File: src/rtl/rv32_issue_scoreboard_pkg.sv
// ---------------------------------------------------------------------------
// rv32_issue_scoreboard_pkg : shared types and hazard helper.  Rev 1.0
// ---------------------------------------------------------------------------
`default_nettype none

package rv32_issue_scoreboard_pkg;

  localparam int unsigned REG_ADDR_W = 5;

  typedef logic [31:0] rv32_reg_mask_t;

  typedef struct packed {
    logic        decode_error;
    logic [6:0]  opcode;
    logic [2:0]  funct3;
    logic [4:0]  rd;
    logic [4:0]  rs1;
    logic [4:0]  rs2;
    logic [31:0] imm;
  } rv32_fields_t;

  // Bit 0 of the mask is held at zero, so x0 operands never hazard.
  function automatic logic rv32_hazard(input rv32_fields_t   fields,
                                       input logic           uses_rs1,
                                       input logic           uses_rs2,
                                       input logic           writes_rd,
                                       input rv32_reg_mask_t mask);
    return (uses_rs1  && mask[fields.rs1]) ||
           (uses_rs2  && mask[fields.rs2]) ||
           (writes_rd && mask[fields.rd]);
  endfunction

endpackage

`default_nettype wire

File: src/rtl/rv32_issue_scoreboard_if.sv
// ---------------------------------------------------------------------------
// rv32_issue_scoreboard_if : decode/issue/writeback bundle.  Rev 1.0
// ---------------------------------------------------------------------------
`default_nettype none

interface rv32_issue_scoreboard_if #(
  parameter int WB_PORTS = 2
);
  import rv32_issue_scoreboard_pkg::*;

  logic                         dec_valid;
  logic                         dec_ready;
  rv32_fields_t                 dec_fields;
  logic                         dec_uses_rs1;
  logic                         dec_uses_rs2;
  logic                         dec_writes_rd;
  logic                         iss_valid;
  logic                         iss_ready;
  rv32_fields_t                 iss_fields;
  logic                         iss_writes_rd;
  logic [WB_PORTS-1:0]          wb_valid;
  logic [WB_PORTS-1:0][4:0]     wb_addr;
  logic                         flush;
  rv32_reg_mask_t               busy_mask;
  logic                         sb_error;

  modport master (
    output dec_valid, dec_fields, dec_uses_rs1, dec_uses_rs2, dec_writes_rd,
    output iss_ready, wb_valid, wb_addr, flush,
    input  dec_ready, iss_valid, iss_fields, iss_writes_rd, busy_mask, sb_error
  );

  modport slave (
    input  dec_valid, dec_fields, dec_uses_rs1, dec_uses_rs2, dec_writes_rd,
    input  iss_ready, wb_valid, wb_addr, flush,
    output dec_ready, iss_valid, iss_fields, iss_writes_rd, busy_mask, sb_error
  );

endinterface

`default_nettype wire

File: src/rtl/rv32_issue_scoreboard_bits.sv
// ---------------------------------------------------------------------------
// rv32_scoreboard_bits : 32-entry busy vector with clear-error detection. Rev 1.0
// ---------------------------------------------------------------------------
`default_nettype none

module rv32_scoreboard_bits
  import rv32_issue_scoreboard_pkg::*;
#(
  parameter int WB_PORTS = 2
) (
  input  logic                      clk_i,
  input  logic                      rst_i,
  input  logic                      set_valid_i,
  input  logic [4:0]                set_addr_i,
  input  logic                      revert_valid_i,
  input  logic [4:0]                revert_addr_i,
  input  logic [WB_PORTS-1:0]       wb_valid_i,
  input  logic [WB_PORTS-1:0][4:0]  wb_addr_i,
  output rv32_reg_mask_t            busy_o,
  output logic                      error_o
);

  rv32_reg_mask_t busy_q, busy_d;
  rv32_reg_mask_t set_vec, clr_vec;
  logic           error_q, error_d;
  logic           err_hit;

  always_comb begin
    set_vec = '0;
    clr_vec = '0;
    err_hit = 1'b0;
    for (int k = 0; k < WB_PORTS; k++) begin
      if (wb_valid_i[k] && (wb_addr_i[k] != 5'd0)) begin
        clr_vec[wb_addr_i[k]] = 1'b1;
        if (!busy_q[wb_addr_i[k]]) err_hit = 1'b1;
      end
    end
    // Flush revert is the owner undoing its own mark, never an error.
    if (revert_valid_i) clr_vec[revert_addr_i] = 1'b1;
    if (set_valid_i)    set_vec[set_addr_i]    = 1'b1;
    busy_d    = (busy_q & ~clr_vec) | set_vec;
    busy_d[0] = 1'b0;
    error_d   = error_q | err_hit;
  end

  always_ff @(posedge clk_i) begin
    if (rst_i) begin
      busy_q  <= '0;
      error_q <= 1'b0;
    end else begin
      busy_q  <= busy_d;
      error_q <= error_d;
    end
  end

  assign busy_o  = busy_q;
  assign error_o = error_q;

endmodule

`default_nettype wire

File: src/rtl/rv32_issue_scoreboard.sv
// ---------------------------------------------------------------------------
// rv32_issue_scoreboard : hazard-checked one-deep issue register.  Rev 1.0
// ---------------------------------------------------------------------------
`default_nettype none

module rv32_issue_scoreboard
  import rv32_issue_scoreboard_pkg::*;
#(
  parameter int WB_PORTS = 2
) (
  input  logic                    clk_i,
  input  logic                    rst_i,
  rv32_issue_scoreboard_if.slave  sb_if
);

  rv32_fields_t   iss_fields_q, iss_fields_d;
  logic           iss_valid_q, iss_valid_d;
  logic           iss_writes_rd_q, iss_writes_rd_d;
  rv32_reg_mask_t busy;
  logic           hazard, slot_free, dec_ready, accept, mark, revert;

  always_comb begin
    // Decode-error carriers bypass the hazard check entirely.
    hazard    = !sb_if.dec_fields.decode_error &&
                rv32_hazard(sb_if.dec_fields, sb_if.dec_uses_rs1,
                            sb_if.dec_uses_rs2, sb_if.dec_writes_rd, busy);
    slot_free = !iss_valid_q || sb_if.iss_ready;
    dec_ready = slot_free && !hazard && !sb_if.flush && !rst_i;
    accept    = sb_if.dec_valid && dec_ready;
    mark      = accept && sb_if.dec_writes_rd &&
                (sb_if.dec_fields.rd != 5'd0) && !sb_if.dec_fields.decode_error;
    revert    = sb_if.flush && iss_valid_q && iss_writes_rd_q;

    iss_fields_d    = iss_fields_q;
    iss_valid_d     = iss_valid_q;
    iss_writes_rd_d = iss_writes_rd_q;
    if (sb_if.flush) begin
      iss_valid_d     = 1'b0;
      iss_writes_rd_d = 1'b0;
    end else if (accept) begin
      iss_fields_d    = sb_if.dec_fields;
      iss_valid_d     = 1'b1;
      iss_writes_rd_d = mark;
    end else if (sb_if.iss_ready) begin
      iss_valid_d     = 1'b0;
      iss_writes_rd_d = 1'b0;
    end
  end

  always_ff @(posedge clk_i) begin
    if (rst_i) begin
      iss_fields_q    <= '0;
      iss_valid_q     <= 1'b0;
      iss_writes_rd_q <= 1'b0;
    end else begin
      iss_fields_q    <= iss_fields_d;
      iss_valid_q     <= iss_valid_d;
      iss_writes_rd_q <= iss_writes_rd_d;
    end
  end

  rv32_scoreboard_bits #(
    .WB_PORTS (WB_PORTS)
  ) u_bits (
    .clk_i          (clk_i),
    .rst_i          (rst_i),
    .set_valid_i    (mark),
    .set_addr_i     (sb_if.dec_fields.rd),
    .revert_valid_i (revert),
    .revert_addr_i  (iss_fields_q.rd),
    .wb_valid_i     (sb_if.wb_valid),
    .wb_addr_i      (sb_if.wb_addr),
    .busy_o         (busy),
    .error_o        (sb_if.sb_error)
  );

  assign sb_if.dec_ready     = dec_ready;
  assign sb_if.iss_valid     = iss_valid_q;
  assign sb_if.iss_fields    = iss_fields_q;
  assign sb_if.iss_writes_rd = iss_writes_rd_q;
  assign sb_if.busy_mask     = busy;

endmodule

`default_nettype wire

File: src/flat_wrapper.sv
// flat-port wrapper written by rule: the top's interface ports become plain ports
module rv32_issue_scoreboard_flat import rv32_issue_scoreboard_pkg::*;
#(
  parameter int WB_PORTS = 2
)
  (clk_i, rst_i, sb_if_dec_valid, sb_if_dec_fields, sb_if_dec_uses_rs1, sb_if_dec_uses_rs2, sb_if_dec_writes_rd, sb_if_iss_ready, sb_if_wb_valid, sb_if_wb_addr, sb_if_flush, sb_if_dec_ready, sb_if_iss_valid, sb_if_iss_fields, sb_if_iss_writes_rd, sb_if_busy_mask, sb_if_sb_error);
  rv32_issue_scoreboard_if #(.WB_PORTS(WB_PORTS)) sb_if_i ();
  input  logic clk_i;
  input  logic rst_i;
  input wire logic [$bits(sb_if_i.dec_valid)-1:0] sb_if_dec_valid;
  input wire logic [$bits(sb_if_i.dec_fields)-1:0] sb_if_dec_fields;
  input wire logic [$bits(sb_if_i.dec_uses_rs1)-1:0] sb_if_dec_uses_rs1;
  input wire logic [$bits(sb_if_i.dec_uses_rs2)-1:0] sb_if_dec_uses_rs2;
  input wire logic [$bits(sb_if_i.dec_writes_rd)-1:0] sb_if_dec_writes_rd;
  input wire logic [$bits(sb_if_i.iss_ready)-1:0] sb_if_iss_ready;
  input wire logic [$bits(sb_if_i.wb_valid)-1:0] sb_if_wb_valid;
  input wire logic [$bits(sb_if_i.wb_addr)-1:0] sb_if_wb_addr;
  input wire logic [$bits(sb_if_i.flush)-1:0] sb_if_flush;
  output wire logic [$bits(sb_if_i.dec_ready)-1:0] sb_if_dec_ready;
  output wire logic [$bits(sb_if_i.iss_valid)-1:0] sb_if_iss_valid;
  output wire logic [$bits(sb_if_i.iss_fields)-1:0] sb_if_iss_fields;
  output wire logic [$bits(sb_if_i.iss_writes_rd)-1:0] sb_if_iss_writes_rd;
  output wire logic [$bits(sb_if_i.busy_mask)-1:0] sb_if_busy_mask;
  output wire logic [$bits(sb_if_i.sb_error)-1:0] sb_if_sb_error;
  assign sb_if_i.dec_valid = sb_if_dec_valid;
  assign sb_if_i.dec_fields = sb_if_dec_fields;
  assign sb_if_i.dec_uses_rs1 = sb_if_dec_uses_rs1;
  assign sb_if_i.dec_uses_rs2 = sb_if_dec_uses_rs2;
  assign sb_if_i.dec_writes_rd = sb_if_dec_writes_rd;
  assign sb_if_i.iss_ready = sb_if_iss_ready;
  assign sb_if_i.wb_valid = sb_if_wb_valid;
  assign sb_if_i.wb_addr = sb_if_wb_addr;
  assign sb_if_i.flush = sb_if_flush;
  assign sb_if_dec_ready = sb_if_i.dec_ready;
  assign sb_if_iss_valid = sb_if_i.iss_valid;
  assign sb_if_iss_fields = sb_if_i.iss_fields;
  assign sb_if_iss_writes_rd = sb_if_i.iss_writes_rd;
  assign sb_if_busy_mask = sb_if_i.busy_mask;
  assign sb_if_sb_error = sb_if_i.sb_error;
  rv32_issue_scoreboard #(.WB_PORTS(WB_PORTS)) u_core (.clk_i(clk_i), .rst_i(rst_i), .sb_if(sb_if_i));
endmodule
File: config.mk
export PLATFORM = sky130hd
export DESIGN_NAME = rv32_issue_scoreboard_flat
export DESIGN_NICKNAME = d
export VERILOG_FILES = /design/src/rtl/rv32_issue_scoreboard_pkg.sv /design/src/rtl/rv32_issue_scoreboard_if.sv /design/src/rtl/rv32_issue_scoreboard_bits.sv /design/src/rtl/rv32_issue_scoreboard.sv /design/src/flat_wrapper.sv
export SDC_FILE = /design/constraint.sdc
export NUM_CORES = 1
export LEC_CHECK = 0
export ABC_AREA = 1
export CAP_MARGIN = 5
export CORE_MARGIN = 2
export CORE_UTILIZATION = 36
export DETAILED_ROUTE_END_ITERATION = 16
export GPL_TIMING_DRIVEN = 0
export PLACE_DENSITY = 0.7
export SYNTH_ARGS = -nofsm -noshare
export SYNTH_HDL_FRONTEND = slang
export SYNTH_HIERARCHICAL = 1
export SYNTH_SLANG_ARGS = --single-unit
export TNS_END_PERCENT = 30
File: constraint.sdc
create_clock -name clk_i -period 3 [get_ports clk_i]
set_input_delay 0.9 -clock clk_i [delete_from_list [all_inputs] [get_ports clk_i]]
set_output_delay 0.9 -clock clk_i [all_outputs]
set_load 0.005 [all_outputs]
==> impl_metrics.env <==
export IMPL_outcome="finished, violations left"
export IMPL_violations="negative setup slack"
export IMPL_ys_seq_area_share_pct=30.0
export IMPL_first_global_vias=7138
export IMPL_drc=0
export IMPL_yosysWarnings=6
export IMPL_ys_types=36
export IMPL_leakagePower_uw=0.00388
export IMPL_fmaxAchievable_mhz=332
export IMPL_rsz0062_at_grt="yes"
export IMPL_final_setup_viol_count=1
export IMPL_syn_cell_area_mm2=0.00615
export IMPL_worst_ep_arrival_time_ps=2110
export IMPL_clock_skew_ps=12.5
export IMPL_cp_max_fo=5
export IMPL_crit_path_end_kind="primary output"
export IMPL_fillers=1698
export IMPL_cts_reportedPaths_clkPinSlew_ps=70
export IMPL_area_sequential_mm2=0.00184
export IMPL_die_area_mm2=0.0181
export IMPL_min_period_over_period_pct=100
export IMPL_gp_congestion=0.997
export IMPL_async_flop_share_pct=0
export IMPL_die_h_um=135
export IMPL_portBuffers=166
export IMPL_area_growth_pct=42.1
export IMPL_synth_seq_cells=92
export IMPL_worstMarginPinSlew_ps=1170
export IMPL_hold_depth=4
export IMPL_vias_per_cell=5.25
export IMPL_gr_total_overflow=0
export IMPL_initial_utilization_pct=36.9
export IMPL_cts_path_max_buffers=2
export IMPL_timing_final_max_slew_violations=0
export IMPL_hold_violations=0
export IMPL_clock_sinks=92
export IMPL_synth_top_area_share_pct=30.0
export IMPL_vdd_drop_max_uv=293
export IMPL_ant_nets=0
export IMPL_critPathRequiredTime_ps=2100
export IMPL_powerDensity_mw_per_mm2=349
export IMPL_synthCells=1095
export IMPL_netlist_top_cells_area="dfxtp_1 30%, nand2_1 27%, nor2_1 8.2%"
export IMPL_fin_hold_ws_ps=513
export IMPL_drt_wl_total_mm=25.6
export IMPL_pre_cts_ws_ps=-1120
export IMPL_path_class="in2out"
export IMPL_wl_per_cell_um=17.0
export IMPL_worst_path_most_repeated_cell="nand3_2"
export IMPL_grt_pass1_wl_mm=38.4
export IMPL_drt_pass1_iter_count=6
export IMPL_die_w_um=135
export IMPL_cts_buffers=9
export IMPL_fin_ws_ps=-11.9
export IMPL_core_area_mm2=0.0166
export IMPL_period_needed_ps=3010
export IMPL_multi_input_area_mm2=0.00372
export IMPL_cts_max_level=3
export IMPL_max_stage_delay_ps=150
export IMPL_power_total_uw=3050
export IMPL_hold_class="reg2reg"
export IMPL_max_cap_violations=0
export IMPL_max_slew_margin_pct=21.6
export IMPL_dp_hpwl_mm=18.0
export IMPL_drive_above_1_share_pct=10.4
export IMPL_clk_latency_ps=360
export IMPL_cp_start_kind="primary input"
export IMPL_synthFlopType="dfxtp_1"
export IMPL_ioPinCount=172
export IMPL_antenna_found_initial=0
export IMPL_path_cells="buf_12 -> clkbuf_16 -> nand2_1 -> nand3_1 -> nand3_2 -> nand2_2 -> nand2_1 -> nand3b_1 -> nand3_2 -> nand3_2 -> a21boi_2 -> buf_2"
export IMPL_grt_max_degree=19
export IMPL_critical_path_slowest_cell="clkbuf_16"
export IMPL_utilization_pct=52.5
export IMPL_root_buffer="clkbuf_16"
export IMPL_synth_top_area_cell="dfxtp_1"
export IMPL_vias=7894
export IMPL_placementRows=47
export IMPL_worstRegToRegCells=15
export IMPL_drtIter0Drc=947
export IMPL_syn_area_per_cell_um2=5.61
export IMPL_nets=1357
export IMPL_syn_nets=1173
export IMPL_grt_usage_pct=27.4
export IMPL_cts_tree="built"
export IMPL_diodes=0
export IMPL_synth_edff_count=0
-- where the power goes --
group / switching (µW) / internal [µW]
Combinational: 344 / 294
Sequential: 29.4 / 1260
Clock: 526 / 596
Total: 899 / 2150
-- worst max-delay path: cells and delay by family --
family                 cells  cell delay, ps
and+or+nand+nor            8             660
buffers and inverters      3             410
AOI/OAI and AO/OA          1             130
-- cells in the mapped netlist, types with 4 or more instances --
| cell type | instances |
|---|---|
| nand2_1 | 444 |
| nor2_1 | 134 |
| inv_1 | 118 |
| nand3_1 | 97 |
| dfxtp_1 | 92 |
| a21oi_1 | 54 |
| nor3_1 | 33 |
| buf_2 | 22 |
| o211ai_1 | 16 |
| inv_2 | 15 |
| o21ai_0 | 14 |
| nand4_1 | 9 |
| buf_6 | 8 |
| clkbuf_1 | 8 |
| o21ai_1 | 4 |
-- metal layers --
metal	global-route usage (%)	up-vias	wire (µm)
li1	-	3796	-
met1	35.6	3565	10400
met2	41.8	462	11300
met3	9.76	71	3120
met4	9.94	0	809
met5	0	-	0
-- flip-flops by register name (all words and copies together) (netlist names) --
| register | count |
|---|---|
| u_core/sb_if.iss_fields | 58 |
| u_core/sb_if.iss_writes_rd | 1 |
| u_core/u_bits/busy_o | 31 |
| u_core/sb_if.iss_valid | 1 |
| u_core/u_bits/error_o | 1 |
-- final timing paths --
path / start / slack, ps / end
setup / recovery: sb_if_dec_fields[37] / -10 / sb_if_dec_ready
hold / removal: u_core/sb_if.iss_fields[5] / 510 / u_core/sb_if.iss_fields[5]
setup reg to reg: u_core/u_bits/busy_o[4] / 390 / u_core/u_bits/busy_o[7]
hold reg to reg: u_core/sb_if.iss_fields[5] / 510 / u_core/sb_if.iss_fields[5]
-- timing repair --
item	CTS	global route
buffers inserted	3	1
pin swaps	12	19
setup endpoints to repair	33	23
gates resized for setup	64	63
hold buffers	0	0
cloned	3	3
-- final cells by class --
| class | count | share of cell area (%) |
|---|---|---|
| flip-flops and latches | 92 | 21.1 |
| plain buffers | 39 | 3.27 |
| repair buffers | 176 | 20.4 |
| clock inverters | 5 | 0.487 |
| well taps | 220 | 3.15 |
| clock buffers | 11 | 2.78 |
| multi-input cells | 827 | 42.6 |
| inverters | 134 | 6.24 |
-- placed cells by master (no fill, tap or decap), types with 13 or more instances in the layout --
master	n
inv_1	115
clkdlybuf4s50_1	154
dfxtp_1	92
inv_2	13
nor2_1	133
buf_2	18
nand3_1	70
nand3_2	28
nand2_1	433
nor3_1	31
nand2_2	13
o21ai_0	14
o211ai_1	16
a21oi_1	54
-- kinds of logic after synthesis --
logic type | Yosys count | synth area share (%)
flip-flops | 92 | 30.0
buffers and inverters | 176 | 12.4
AO/OA/AOI/OAI | 98 | 9.26
other | 1 | 0.0610
AND/OR/NAND/NOR | 728 | 48.3
-- per-stage QoR --
stage	instance area (µm²)	std cells	TNS, ps
floorplan	6150	1095	0
global placement	8090	1481	-44380
detailed placement	8090	1481	-45210
CTS	8490	1501	-55.3
global route	8740	1504	-80.2
finish	8740	1504	-11.9
Power figures use the tool's default switching activity.
